File: src/rtl/hub75_rx_capture.sv
// rtl/hub75_rx_capture.sv - HUB75 bus oversampling receiver: line capture, bank swap, pixel stream out
module hub75_rx_capture #(
  parameter int COLS      = 64,
  parameter int ROW_W     = 5,
  parameter int PLANE_W   = 2,
  parameter int LATCH_POL = 1,
  parameter int ONT_W     = 16
) (
  input  logic                     clk,
  input  logic                     rst,
  input  logic                     lp_clk,
  input  logic                     latch,
  input  logic                     noe,
  input  logic [ROW_W-1:0]         row,
  input  logic [2:0]               rgb0,
  input  logic [2:0]               rgb1,
  output logic                     px_valid,
  input  logic                     px_ready,
  output logic [ROW_W-1:0]         px_row,
  output logic [$clog2(COLS)-1:0]  px_col,
  output logic [PLANE_W-1:0]       px_plane,
  output logic [5:0]               px_rgb,
  output logic                     px_sol,
  output logic [ONT_W-1:0]         line_on_time,
  output logic                     err_short,
  output logic                     err_overrun
);

  localparam int COL_W = $clog2(COLS);
  localparam logic [COL_W:0]   COLS_V   = (COL_W+1)'(COLS);
  localparam logic [COL_W:0]   CNT_ONE  = (COL_W+1)'(1);
  localparam logic [COL_W-1:0] LAST_COL = (COL_W)'(COLS-1);
  localparam logic [COL_W-1:0] COL_ONE  = (COL_W)'(1);
  localparam logic [PLANE_W-1:0] PL_ONE = (PLANE_W)'(1);
  localparam logic [ONT_W-1:0] ONT_ONE  = (ONT_W)'(1);
  localparam logic [ONT_W-1:0] ONT_MAX  = '1;
  localparam logic LA_ON   = (LATCH_POL != 0);
  localparam logic LA_IDLE = (LATCH_POL == 0);

  typedef enum logic [1:0] {IDLE, SHIFT, DRAIN} state_t;

  state_t state, state_next;

  // synchroniser stages; third stage on lp_clk/latch is only for edge detection
  logic             lp_s1, lp_s2, lp_s3;
  logic             la_s1, la_s2, la_s3;
  logic             noe_s1, noe_s2;
  logic [ROW_W-1:0] row_s1, row_s2;
  logic [5:0]       rgb_s1, rgb_s2;

  logic lp_rise, lat_edge;

  // line storage: two banks of COLS pixel words, addressed {bank, column}
  logic [5:0]       mem [2*COLS];
  logic             fill_sel;
  logic [COL_W:0]   col_cnt, col_after;
  logic [ONT_W-1:0] ont_cnt;
  logic [PLANE_W-1:0] plane, plane_new;
  logic [ROW_W-1:0] last_row;

  // tag of the line currently being drained
  logic [ROW_W-1:0]   tag_row;
  logic [PLANE_W-1:0] tag_plane;
  logic [ONT_W-1:0]   tag_ont;

  logic shift_en, shift_drop, commit, lat_short, lat_overrun;
  logic accept, last_accept;

  assign lp_rise     = lp_s2 & ~lp_s3;
  assign lat_edge    = (la_s2 == LA_ON) && (la_s3 != LA_ON);
  assign accept      = px_valid && px_ready;
  assign last_accept = accept && (px_col == LAST_COL);
  assign plane_new   = (row_s2 == last_row) ? plane + PL_ONE : '0;

  // two-flop synchronisers; idle levels on reset so no false edge or on-time appears
  always_ff @(posedge clk) begin
    if (rst) begin
      lp_s1  <= 1'b0;    lp_s2  <= 1'b0;    lp_s3 <= 1'b0;
      la_s1  <= LA_IDLE; la_s2  <= LA_IDLE; la_s3 <= LA_IDLE;
      noe_s1 <= 1'b1;    noe_s2 <= 1'b1;
      row_s1 <= '0;      row_s2 <= '0;
      rgb_s1 <= '0;      rgb_s2 <= '0;
    end else begin
      lp_s1  <= lp_clk;  lp_s2  <= lp_s1;   lp_s3 <= lp_s2;
      la_s1  <= latch;   la_s2  <= la_s1;   la_s3 <= la_s2;
      noe_s1 <= noe;     noe_s2 <= noe_s1;
      row_s1 <= row;     row_s2 <= row_s1;
      rgb_s1 <= {rgb0, rgb1};
      rgb_s2 <= rgb_s1;
    end
  end

  // state register
  always_ff @(posedge clk) begin
    if (rst) state <= IDLE;
    else     state <= state_next;
  end

  // next state and per-cycle events; the shift is resolved before the latch looks at col_cnt
  always_comb begin
    state_next  = state;
    shift_en    = 1'b0;
    shift_drop  = 1'b0;
    col_after   = col_cnt;
    commit      = 1'b0;
    lat_short   = 1'b0;
    lat_overrun = 1'b0;
    if (lp_rise) begin
      if (col_cnt < COLS_V) begin
        shift_en  = 1'b1;
        col_after = col_cnt + CNT_ONE;
      end else begin
        shift_drop = 1'b1;
      end
    end
    case (state)
      IDLE: begin
        if (lp_rise) state_next = SHIFT;
      end
      SHIFT: begin
        if (lat_edge) begin
          if (col_after == COLS_V) begin
            commit     = 1'b1;
            state_next = DRAIN;
          end else begin
            lat_short = 1'b1;
          end
        end
      end
      DRAIN: begin
        if (last_accept) state_next = SHIFT;
        if (lat_edge) begin
          if (col_after == COLS_V) lat_overrun = 1'b1;
          else                     lat_short   = 1'b1;
        end
      end
      default: state_next = IDLE;
    endcase
  end

  // pixel write into the fill bank
  always_ff @(posedge clk) begin
    if (shift_en && !rst) mem[{fill_sel, col_cnt[COL_W-1:0]}] <= rgb_s2;
  end

  // column counter, on-time counter, bank swap, plane tracking, drain pointer and error flags
  always_ff @(posedge clk) begin
    if (rst) begin
      col_cnt     <= '0;
      ont_cnt     <= '0;
      fill_sel    <= 1'b0;
      plane       <= '0;
      last_row    <= '1;
      tag_row     <= '0;
      tag_plane   <= '0;
      tag_ont     <= '0;
      px_valid    <= 1'b0;
      px_col      <= '0;
      err_short   <= 1'b0;
      err_overrun <= 1'b0;
    end else begin
      if (lat_edge && state != IDLE) col_cnt <= '0;
      else                           col_cnt <= col_after;

      if (lat_edge)                          ont_cnt <= '0;
      else if (!noe_s2 && ont_cnt != ONT_MAX) ont_cnt <= ont_cnt + ONT_ONE;

      if (commit) begin
        fill_sel  <= ~fill_sel;
        tag_row   <= row_s2;
        tag_plane <= plane_new;
        tag_ont   <= ont_cnt;
        plane     <= plane_new;
        last_row  <= row_s2;
        px_valid  <= 1'b1;
        px_col    <= '0;
      end else if (accept) begin
        if (last_accept) begin
          px_valid <= 1'b0;
          px_col   <= '0;
        end else begin
          px_col <= px_col + COL_ONE;
        end
      end

      err_short <= lat_short;
      if (shift_drop || lat_overrun) err_overrun <= 1'b1;
    end
  end

  // drain bank is always the one not being filled
  assign px_rgb       = px_valid ? mem[{~fill_sel, px_col}] : 6'd0;
  assign px_sol       = px_valid && (px_col == '0);
  assign line_on_time = px_sol ? tag_ont : '0;
  assign px_row       = tag_row;
  assign px_plane     = tag_plane;

endmodule

File: config.mk
export PLATFORM = sky130hd
export DESIGN_NAME = hub75_rx_capture
export DESIGN_NICKNAME = d
export VERILOG_FILES = /design/src/rtl/hub75_rx_capture.sv
export SDC_FILE = /design/constraint.sdc
export NUM_CORES = 1
export LEC_CHECK = 0
export ABC_CLOCK_PERIOD_IN_PS = 7300
export CAP_MARGIN = 5
export CORE_UTILIZATION = 45
export DETAILED_ROUTE_END_ITERATION = 6
export SYNTH_ARGS = -nofsm -noshare
export SYNTH_HDL_FRONTEND = slang
export SYNTH_SLANG_ARGS = --single-unit
File: constraint.sdc
create_clock -name clk -period 7.3 [get_ports clk]
set_clock_uncertainty 0.05 [all_clocks]
set_input_delay 1.46 -clock clk [delete_from_list [all_inputs] [get_ports clk]]
set_output_delay 1.46 -clock clk [all_outputs]
set_load 0.01 [all_outputs]
==> metrics list, run 1 <==
- The flow ran to the end, and the final reports show no timing, DRC or antenna violations.
- Fraction of power consumed by the clock network: 0.454
- Before antenna repair, the detailed router went through 5 iterations.
- Setup violations remaining at the end of the flow were counted as 0.
- Wire length the detailed router placed on met1: about 35000 µm
* Vias in the first global route: 18015
- Maximum vdd ir drop: 0.195 mV
* Final Slew Violations: 0
* Classification of the worst-slack hold path: reg -> reg
- Of the cells placed in the final design, the portion with a size suffix greater than 1 is 0.177.
- First-pass GRT wire length: roughly 120000 µm
* Clock tree from TritonCTS: built
- Met3 Routed Length: 5770 µm
* Area Overhead vs Synth: 12.8%
- After clock tree synthesis, the repair step resized 0 gates.
- The initial antenna violation count was 0.
- Synth warnings: 0
- Number of instances in the synthesized netlist: 1909
* Static Leakage: between 10 and 15 nW
- Fill cell count: 6036
* Number of buffers on the longest clock path: 3
- Yosys mapped the design onto 65 distinct sky130hd cell types.
- Height of the die: 278 µm
* # rows: 100
- Combinational Power Share: 0.009
- Core footprint: 74800 µm²
- The clock reaches the later pin of the worst-skew pair after around 0.64 ns.
* Starting DRC count in detailed routing: 1659
* Per-instance average area after synthesis: 17.9 µm²
- Data required, critical path: 5.79 ns
- Count of hold-fix buffers inserted at cts: 0
* Setup Crit Path Kind: reg -> out
- Internal power consumption: about 0.008 W
- Hold wc startpoint: row_s1[4]
* Reg-to-reg slack, setup: 3.74 ns
- Number of CTS-inserted buffers: 88
- The clock drives about 860 sinks.
* Post-DR wirelength/cell: roughly 27 µm
* Residual DRC count: 0
* Net Sw Frac: 0.196
- Number of post-CTS setup repair buffers: 0
- For this block, the via count after detailed routing is 17735.
- Count of buffers from port buffering: 55
* Signal arrival time at the worst endpoint: ~4.9 ns
* Root buffer cell: sky130_fd_sc_hd__clkbuf_16
* Psw: 0.00196 W
- Summed over all layers, the routed wires come to 80200 µm.
- Clock slew seen by the registers of the worst setup and hold paths: 0.06 ns
- Across the run, the number of max-cap violations was 0.
* Count of H-tree levels built during CTS: 3
- Dividing the final minimum period by the clock period gives 0.883.
* Kind of start point of the critical path: flop
- Die Span X: 278 µm
* Detailed placer's ending HPWL: 49000 µm
* Final net count: 2006
* Primary flip-flop cell chosen by synthesis mapping: sky130_fd_sc_hd__edfxtp_1
- The worst register-to-register path has a depth of 5.
- Proportion of synthesized chip area in sequential cells: 0.729
- The share of total power dissipated in sequential elements is 0.537.
- Least-Margin Pin Slew: 1.16 ns
- Number of flops mapped to enable cells by yosys: 768
* Async set-or-reset flop fraction in the synthesized netlist: 0
- The floorplan step defined a die boundary enclosing 77000 µm².
* Pwr dens: 259 nW/µm²
- For this run, the top clock speed supported by timing is 155 MHz.
* Worst Setup End Kind: output pin
* Endpoint of the worst hold path: row_s2[4]
- Register bit count reported by yosys: 861
- Launch point of the worst reg-to-reg path: col_cnt[6]
- For the finished layout, the period the worst path requires is 6.45 ns.
- Entering global routing, the biggest net connects 100 pins.
* Maximum fanout count along the critical path: 67
- Via-to-Cell Ratio: 5.86
- Initial standard-cell utilization of the core: 0.457
- In this run the count of I/O pins placed on the die edge is 56.
- After detailed routing, the met2 layer carries about 38000 µm of wire.
- Final Power: about 0.010 W
- Endpoint of the lowest-slack register-to-register path: mem[47][4]
* Unrepaired setup endpoints after global routing: no
- The worst pin sits at a relative slew slack of 0.208.
- Global routing finished with a remaining overflow of 0.
* Final weighted congestion in routability-driven placement: between 0.8 and 0.9
- Synthesis produced a netlist with a net count of 1933.
- Routed signal wires occupy layers up through met4.
- For the final routed database, the setup TNS stands at 0 ns.
- For this run, the total global-route usage over all layers was measured as 0.211.
* Count of antenna diodes in the layout: 0
- In this run the remaining antenna-violating nets after routing total 0.
- Number of hold-slack violations in the final timing report: 0
* Hold Path Stages: 1
* Cell area after technology mapping: 34200 µm²
[worst max path at each step]
| stage | start | to | slack, ns | depth (start not counted) |
|---|---|---|---|---|
| finish | px_col[1] | px_rgb[2] | 0.85 | 9 |
| global route | px_col[0] | px_rgb[2] | 0.68 | 8 |
| CTS | px_col[0] | px_rgb[3] | 0.81 | 8 |
| detailed placement | px_col[1] | px_rgb[2] | 1.57 | 9 |
| global placement | px_col[0] | px_rgb[2] | 1.57 | 8 |
| floorplan | px_col[0] | px_rgb[2] | 3.49 | 10 |
[registers in the layout, indices dropped and copies added, names as in the netlist, 5 cells and up]
name	cells
row_s1	5
rgb_s2	6
row_s2	5
ont_cnt	16
px_col	6
tag_ont	16
mem	768
rgb_s1	6
last_row	5
px_row	5
col_cnt	7
[worst max-delay path: stages, from the launching register on]
cell                              delay [ns]
sky130_fd_sc_hd__dfxtp_4                1.02
sky130_fd_sc_hd__buf_12                 0.39
sky130_fd_sc_hd__buf_4                  0.40
sky130_fd_sc_hd__mux2i_1                0.12
sky130_fd_sc_hd__nand3_1                0.09
sky130_fd_sc_hd__nand3_1                0.11
sky130_fd_sc_hd__nand4_1                0.23
sky130_fd_sc_hd__mux2i_1                0.12
sky130_fd_sc_hd__a2111oi_0              1.03
sky130_fd_sc_hd__clkdlybuf4s50_1        0.71
[power groups by stage]
| stage | sequential [W] | combinational, W | clock, W |
|---|---|---|---|
| 6_report | 0.00537 | 0.0000881 | 0.00454 |
| 2_1_floorplan | 0.00549 | 0.0000331 | 0 |
| 5_1_grt | 0.00537 | 0.0000967 | 0.00479 |
| 4_1_cts | 0.00537 | 0.0000891 | 0.00462 |
| 3_5_place_dp | 0.00548 | 0.0000893 | 0 |
| 3_3_place_gp | 0.00547 | 0.0000849 | 0 |
[placed cells by master (no fill, tap or decap), types with 9 or more instances in the layout]
cell	count
sky130_fd_sc_hd__mux4_2	169
sky130_fd_sc_hd__clkinv_1	19
sky130_fd_sc_hd__clkinv_2	22
sky130_fd_sc_hd__nand2_1	79
sky130_fd_sc_hd__a21oi_1	34
sky130_fd_sc_hd__nor3_1	67
sky130_fd_sc_hd__mux2i_1	109
sky130_fd_sc_hd__nand2b_1	9
sky130_fd_sc_hd__clkbuf_16	91
sky130_fd_sc_hd__buf_4	35
sky130_fd_sc_hd__dfxtp_1	82
sky130_fd_sc_hd__o21ai_0	9
sky130_fd_sc_hd__clkdlybuf4s50_1	54
sky130_fd_sc_hd__bufinv_16	11
sky130_fd_sc_hd__a22oi_1	27
sky130_fd_sc_hd__clkbuf_1	10
sky130_fd_sc_hd__nor2b_1	48
sky130_fd_sc_hd__inv_1	10
sky130_fd_sc_hd__dfxtp_4	9
sky130_fd_sc_hd__and2_1	24
sky130_fd_sc_hd__nor2_1	158
sky130_fd_sc_hd__nand3_1	34
sky130_fd_sc_hd__edfxtp_1	768
sky130_fd_sc_hd__a211oi_1	23
sky130_fd_sc_hd__xnor2_1	19
[cells by family (layout without fill, tap and decap cells)]
family                   after synthesis  in the layout  synth area share
flip-flops                           861            861             0.729
AND/OR/NAND/NOR                      470            470            0.0668
multiplexers                         282            282             0.145
AO/OA/AOI/OAI                        146            146            0.0295
buffers and inverters                119            265            0.0208
XOR/XNOR                              24             24           0.00615
adder cells (fa/ha/maj)                7              7           0.00256
[layer usage]
layer,global-route usage,vias up
met2,0.331,646
li1,-,7742
met4,0.0608,0
met3,0.0386,125
met1,0.301,9222
met5,0,-
[synthesized netlist by cell type, types with 3 or more instances]
cell type                     n  area share
sky130_fd_sc_hd__nor4_1       7      0.0013
sky130_fd_sc_hd__nand3_1     34      0.0050
sky130_fd_sc_hd__and2_1      24      0.0044
sky130_fd_sc_hd__a211oi_1    24      0.0053
sky130_fd_sc_hd__nor3_1      67      0.0098
sky130_fd_sc_hd__nor2b_1     48      0.0088
sky130_fd_sc_hd__mux2_2       3     0.00099
sky130_fd_sc_hd__nand2_1     79      0.0087
sky130_fd_sc_hd__xor2_1       5      0.0013
sky130_fd_sc_hd__and3_1       4     0.00073
sky130_fd_sc_hd__buf_4        4     0.00088
sky130_fd_sc_hd__a2111oi_0    4      0.0010
sky130_fd_sc_hd__nand3b_1     5      0.0011
sky130_fd_sc_hd__clkbuf_1    39      0.0043
sky130_fd_sc_hd__ha_1         7      0.0026
sky130_fd_sc_hd__buf_12       4      0.0023
sky130_fd_sc_hd__nor3b_1      3     0.00066
sky130_fd_sc_hd__dfxtp_1     93       0.054
sky130_fd_sc_hd__inv_1       10      0.0011
sky130_fd_sc_hd__edfxtp_1   768        0.67
sky130_fd_sc_hd__a22oi_1     27      0.0059
sky130_fd_sc_hd__or2_2        3     0.00055
sky130_fd_sc_hd__mux2i_1    109       0.032
sky130_fd_sc_hd__buf_2       39      0.0057
sky130_fd_sc_hd__nand4_1      8      0.0015
sky130_fd_sc_hd__xnor2_1     19      0.0049
sky130_fd_sc_hd__nor2_1     158       0.017
sky130_fd_sc_hd__o2111ai_1    3     0.00077
sky130_fd_sc_hd__nand2b_1     9      0.0016
sky130_fd_sc_hd__o211ai_1     8      0.0018
sky130_fd_sc_hd__or3_1        6      0.0011
sky130_fd_sc_hd__a21oi_1     34      0.0050
sky130_fd_sc_hd__buf_1        5     0.00055
sky130_fd_sc_hd__a31oi_1      8      0.0015
sky130_fd_sc_hd__mux4_2     169        0.11
sky130_fd_sc_hd__o21ai_0      9      0.0013
sky130_fd_sc_hd__buf_6       18      0.0059
sky130_fd_sc_hd__o21ai_1      4     0.00059
sky130_fd_sc_hd__a22o_1       4      0.0010
[cell type report]
class                   instances  area (µm²)  area share
flip-flops and latches        861       25000       0.648
multi-input cells             929        8550       0.222
clock buffers                 101        2310      0.0601
well taps                     969        1210      0.0315
repair buffers                 92         863      0.0224
clock inverters                62         601      0.0156
inverters                      10        37.5    0.000974
[through the flow]
| stage | hold WS, ns | setup WS [ns] | util | std cells | area [µm²] |
|---|---|---|---|---|---|
| after detailed placement | 0.372 | 1.57 | 0.476 | 2861 | 35600 |
| after global placement | 0.366 | 1.57 | 0.476 | 2861 | 35600 |
| after global routing | 0.402 | 0.678 | 0.515 | 3024 | 38500 |
| final | 0.383 | 0.854 | 0.515 | 3024 | 38500 |
| after CTS | 0.385 | 0.813 | 0.515 | 3024 | 38500 |
| after floorplan | 0.339 | 3.49 | - | 1909 | 34200 |
(Power assumes the default switching activity.)
==> run 2, diff against run 1 <==
ABC_CLOCK_PERIOD_IN_PS = 8100   (was 7300)
CELL_PAD_IN_SITES_DETAIL_PLACEMENT = 1   (was not set)
CELL_PAD_IN_SITES_GLOBAL_PLACEMENT = 2   (was not set)
PLACE_DENSITY_LB_ADDON = 0.1   (was not set)
REMOVE_ABC_BUFFERS = 1   (was not set)
clock period = 8.1 ns   (was 7.3 ns; I/O delays follow)
==> run 2 against run 1 <==
The flow now finishes with violations (max-capacitance violations); critical endpoint unchanged; sequential share of layout area rose by 0.072 points; cell count fell by 0.17%; power fell by 10%; die area did not move; first-iteration DRC count fell by 14%; clock-buffer cell count rose by 14; sequential power fell by 9.9%; utilization fell by 0.057 points; critical path depth fell by 1; sequential cell count did not move; global-route usage rose by 1.8 points; non-clock buffer count fell by 5.
==> metrics list, run 2 (synthesis results as in run 1) <==
- The run finished, with violations left.
- Violations in the final reports: max-capacitance violations
* Highest metal layer with signal wires: met4
- The clock passes through at most 3 buffers.
* Max_cap viols: 1
* Post-route minimum period: roughly 6.7 ns
- Static Leakage: roughly 11 nW
- Number of ports placed on the die boundary: 56
- The first global-routing pass estimated between 100000 and 150000 µm of wire.
- Cell breakdown of the critical path: buf_4 > nor2b_1 > a22oi_1 > nand3_1 > nand4_1 > mux2i_1 > a2111oi_0 > clkdlybuf4s50_1
- The first routing iteration left 1421 violations.
- Unrepaired setup endpoints after global routing: no
- Commonest cells after routing, fill and taps aside: 768 x sky130_fd_sc_hd__edfxtp_1, 169 x sky130_fd_sc_hd__mux4_2, 158 x sky130_fd_sc_hd__nor2_1
- The number of cells on the worst reg-to-reg path is 4.
* Data required, critical path: 6.43 ns
* Worst Setup End Kind: output pin
- Portion of the clock cycle consumed by the worst path in the final layout: 0.829
- TritonCTS built the clock tree.
- Routed length on met2: around 42000 µm
- Final Util: 0.514
- The share of total power dissipated in the clock network is 0.453.
* Critical path origin: px_col[0]
- Non-filler instance count after layout: just over 3000
- Final ANT Viol Nets: 0
* Count of antenna diodes in the layout: 0
- # rows: 100
- Dividing the detail-routed wire length by the instance count gives 28.8 µm.
- The worst hold path belongs to the class reg -> reg.
- For this design the total switching power over the nets is 0.00179 W.
* Pin count of the biggest net entering global routing: 125
- In the routed layout, each cell is associated on average with a via count of 5.89.
* Height of the die: 278 µm
* Vias in the first global route: ~19000
* Overflow left after global routing: 0
* Maximum clock rate: 149 MHz
- Final Slew Violations: 0
- Final weighted congestion in routability-driven placement: between 0.8 and 0.9
- Antenna violations before repair: 1
- Critical path destination: px_rgb[2]
* Root buffer cell: sky130_fd_sc_hd__clkbuf_16
- The tree built by TritonCTS fans out to 861 sinks.
- The detailed router placed roughly 18000 vias in this run.
* Power share of the sequential group: 0.538
- First-pass iteration count of the detailed router: 5
* Post-CTS resize count: 0
- STA classifies the critical path startpoint as a flop.
* Least-Margin Pin Slew: 1.44 ns
* Final net count: 2003
* Initial standard-cell utilization of the core: 0.457
* All-layer global routing usage: 0.228
- For this block, wires on met1 add up to 38300 µm.
- Signal arrival time at the worst endpoint: 5.05 ns
- The worst pin sits at a relative slew slack of 0.0119.
- After detailed routing, the total wire length is 87000 µm.
- Final hold analysis gives a worst-case slack of 0.359 ns.
* Area Overhead vs Synth: 12.7%
* Share of post-route cells with drive strength above 1: 0.173
- Input and output buffers added on the ports amount to 55.
- The internal portion of the total power is 0.00721 W.
- Most common cell after layout, fill and taps aside: sky130_fd_sc_hd__edfxtp_1
- Counting tap cells, the placed design contains a total of 2856 instances.
* Slowest-stage cell, CP: sky130_fd_sc_hd__a2111oi_0
- The floorplan step set the die width to 278 µm.
- Hold repair after CTS inserted 0 buffers.
* Insertion delay of the later-clocked pin in the worst-skew pair: roughly 0.65 ns
- After filler insertion, the fill cell instance count of the layout stands at 6822.
* Clock slew seen by the registers of the worst setup and hold paths: 0.06 ns
- Max FFs per register: 768
- For this design the ratio of total power to cell area is 234 nW/µm².
* Detailed placer's ending HPWL: between 50000 and 60000 µm
* Net Sw Frac: 0.199
- Wire segments on met3 add up to 4350 µm in the final route.
- Maximum fanout count along the critical path: 39
- Count of H-tree levels built during CTS: 3
- Combinational Power Share: 0.009
- Across all register-to-register paths, the minimum setup slack is 4.74 ns.
* Core footprint: 74800 µm²
* Launch point of the worst reg-to-reg path: col_cnt[6]
* Residual DRC count: 0
- Number of CTS-inserted buffers: 90
- Endpoint of the lowest-slack register-to-register path: mem[71][0]
- Across the VDD grid, the largest voltage drop is 0.171 mV.
- Number of hold-slack violations in the final timing report: 0
* Setup Crit Path Kind: reg -> out
- The die covers slightly below 80000 µm².
* Setup violation total in the final timing report: 0
- Number of post-CTS setup repair buffers: 0
* Crit-path max cell delay: about 1.2 ns
==> run 2: cell types whose count changed in the layout (fill, tap and decap cells not counted), sizes merged <==
cell	before	now
bufinv	11	9
clkbuf	101	115
buf	38	33
clkinvlp	6	5
clkinv	42	30
inv	13	14
==> run 2: final cells by class <==
class	instances	area [µm²]	share of cell area
inverter	10	37.5	0.000975
sequential	861	25000	0.648
clock buffer	115	2390	0.0620
tap	969	1210	0.0315
timing repair buffer	87	836	0.0217
clock inverter	48	498	0.0129
multi-input combinational	929	8560	0.222
==> run 2: worst max-delay path, delay by kind of cell, from the launching register on <==
family	cells	cell delay [ns]
multiplexers	1	0.11
AND/OR/NAND/NOR	3	0.49
AO/OA/AOI/OAI	2	1.45
flip-flops	1	0.86
buffers and inverters	2	1.44
==> run 2: per-stage QoR <==
| stage | setup TNS [ns] | setup slack [ns] | power, W | instance area (µm²) |
|---|---|---|---|---|
| 2_1_floorplan | -70.58 | -3.15 | 0.00497 | 33500 |
| 5_1_grt | 0 | 1.21 | 0.00924 | 38500 |
| 6_report | 0 | 1.38 | 0.00900 | 38500 |
| 3_3_place_gp | 0 | 2.12 | 0.00501 | 35600 |
| 4_1_cts | 0 | 1.41 | 0.00908 | 38500 |
| 3_5_place_dp | 0 | 2.10 | 0.00502 | 35600 |
==> run 2: worst min-delay path by stage <==
stage / startpoint / endpoint / slack [ns] / cells after the start
after floorplan: noe_s1 / noe_s2 / 0.34 / 1
after global placement: noe_s1 / noe_s2 / 0.35 / 1
after detailed placement: noe_s1 / noe_s2 / 0.35 / 1
after CTS: noe_s1 / noe_s2 / 0.37 / 1
after global routing: noe_s1 / noe_s2 / 0.37 / 1
final: noe_s1 / noe_s2 / 0.36 / 1
==> run 2: layer usage <==
layer  track usage  vias up
met5             0        -
li1              -     7726
met4        0.0676        0
met3        0.0366      124
met2         0.369      469
met1         0.321     9461
==> run 2: power by group through the flow <==
stage	clock network [W]	logic [W]	registers (W)
2_1_floorplan	0	0.0000212	0.00495
3_5_place_dp	0	0.0000789	0.00494
6_report	0.00408	0.0000769	0.00484
4_1_cts	0.00416	0.0000790	0.00484
3_3_place_gp	0	0.0000753	0.00494
5_1_grt	0.00431	0.0000845	0.00484
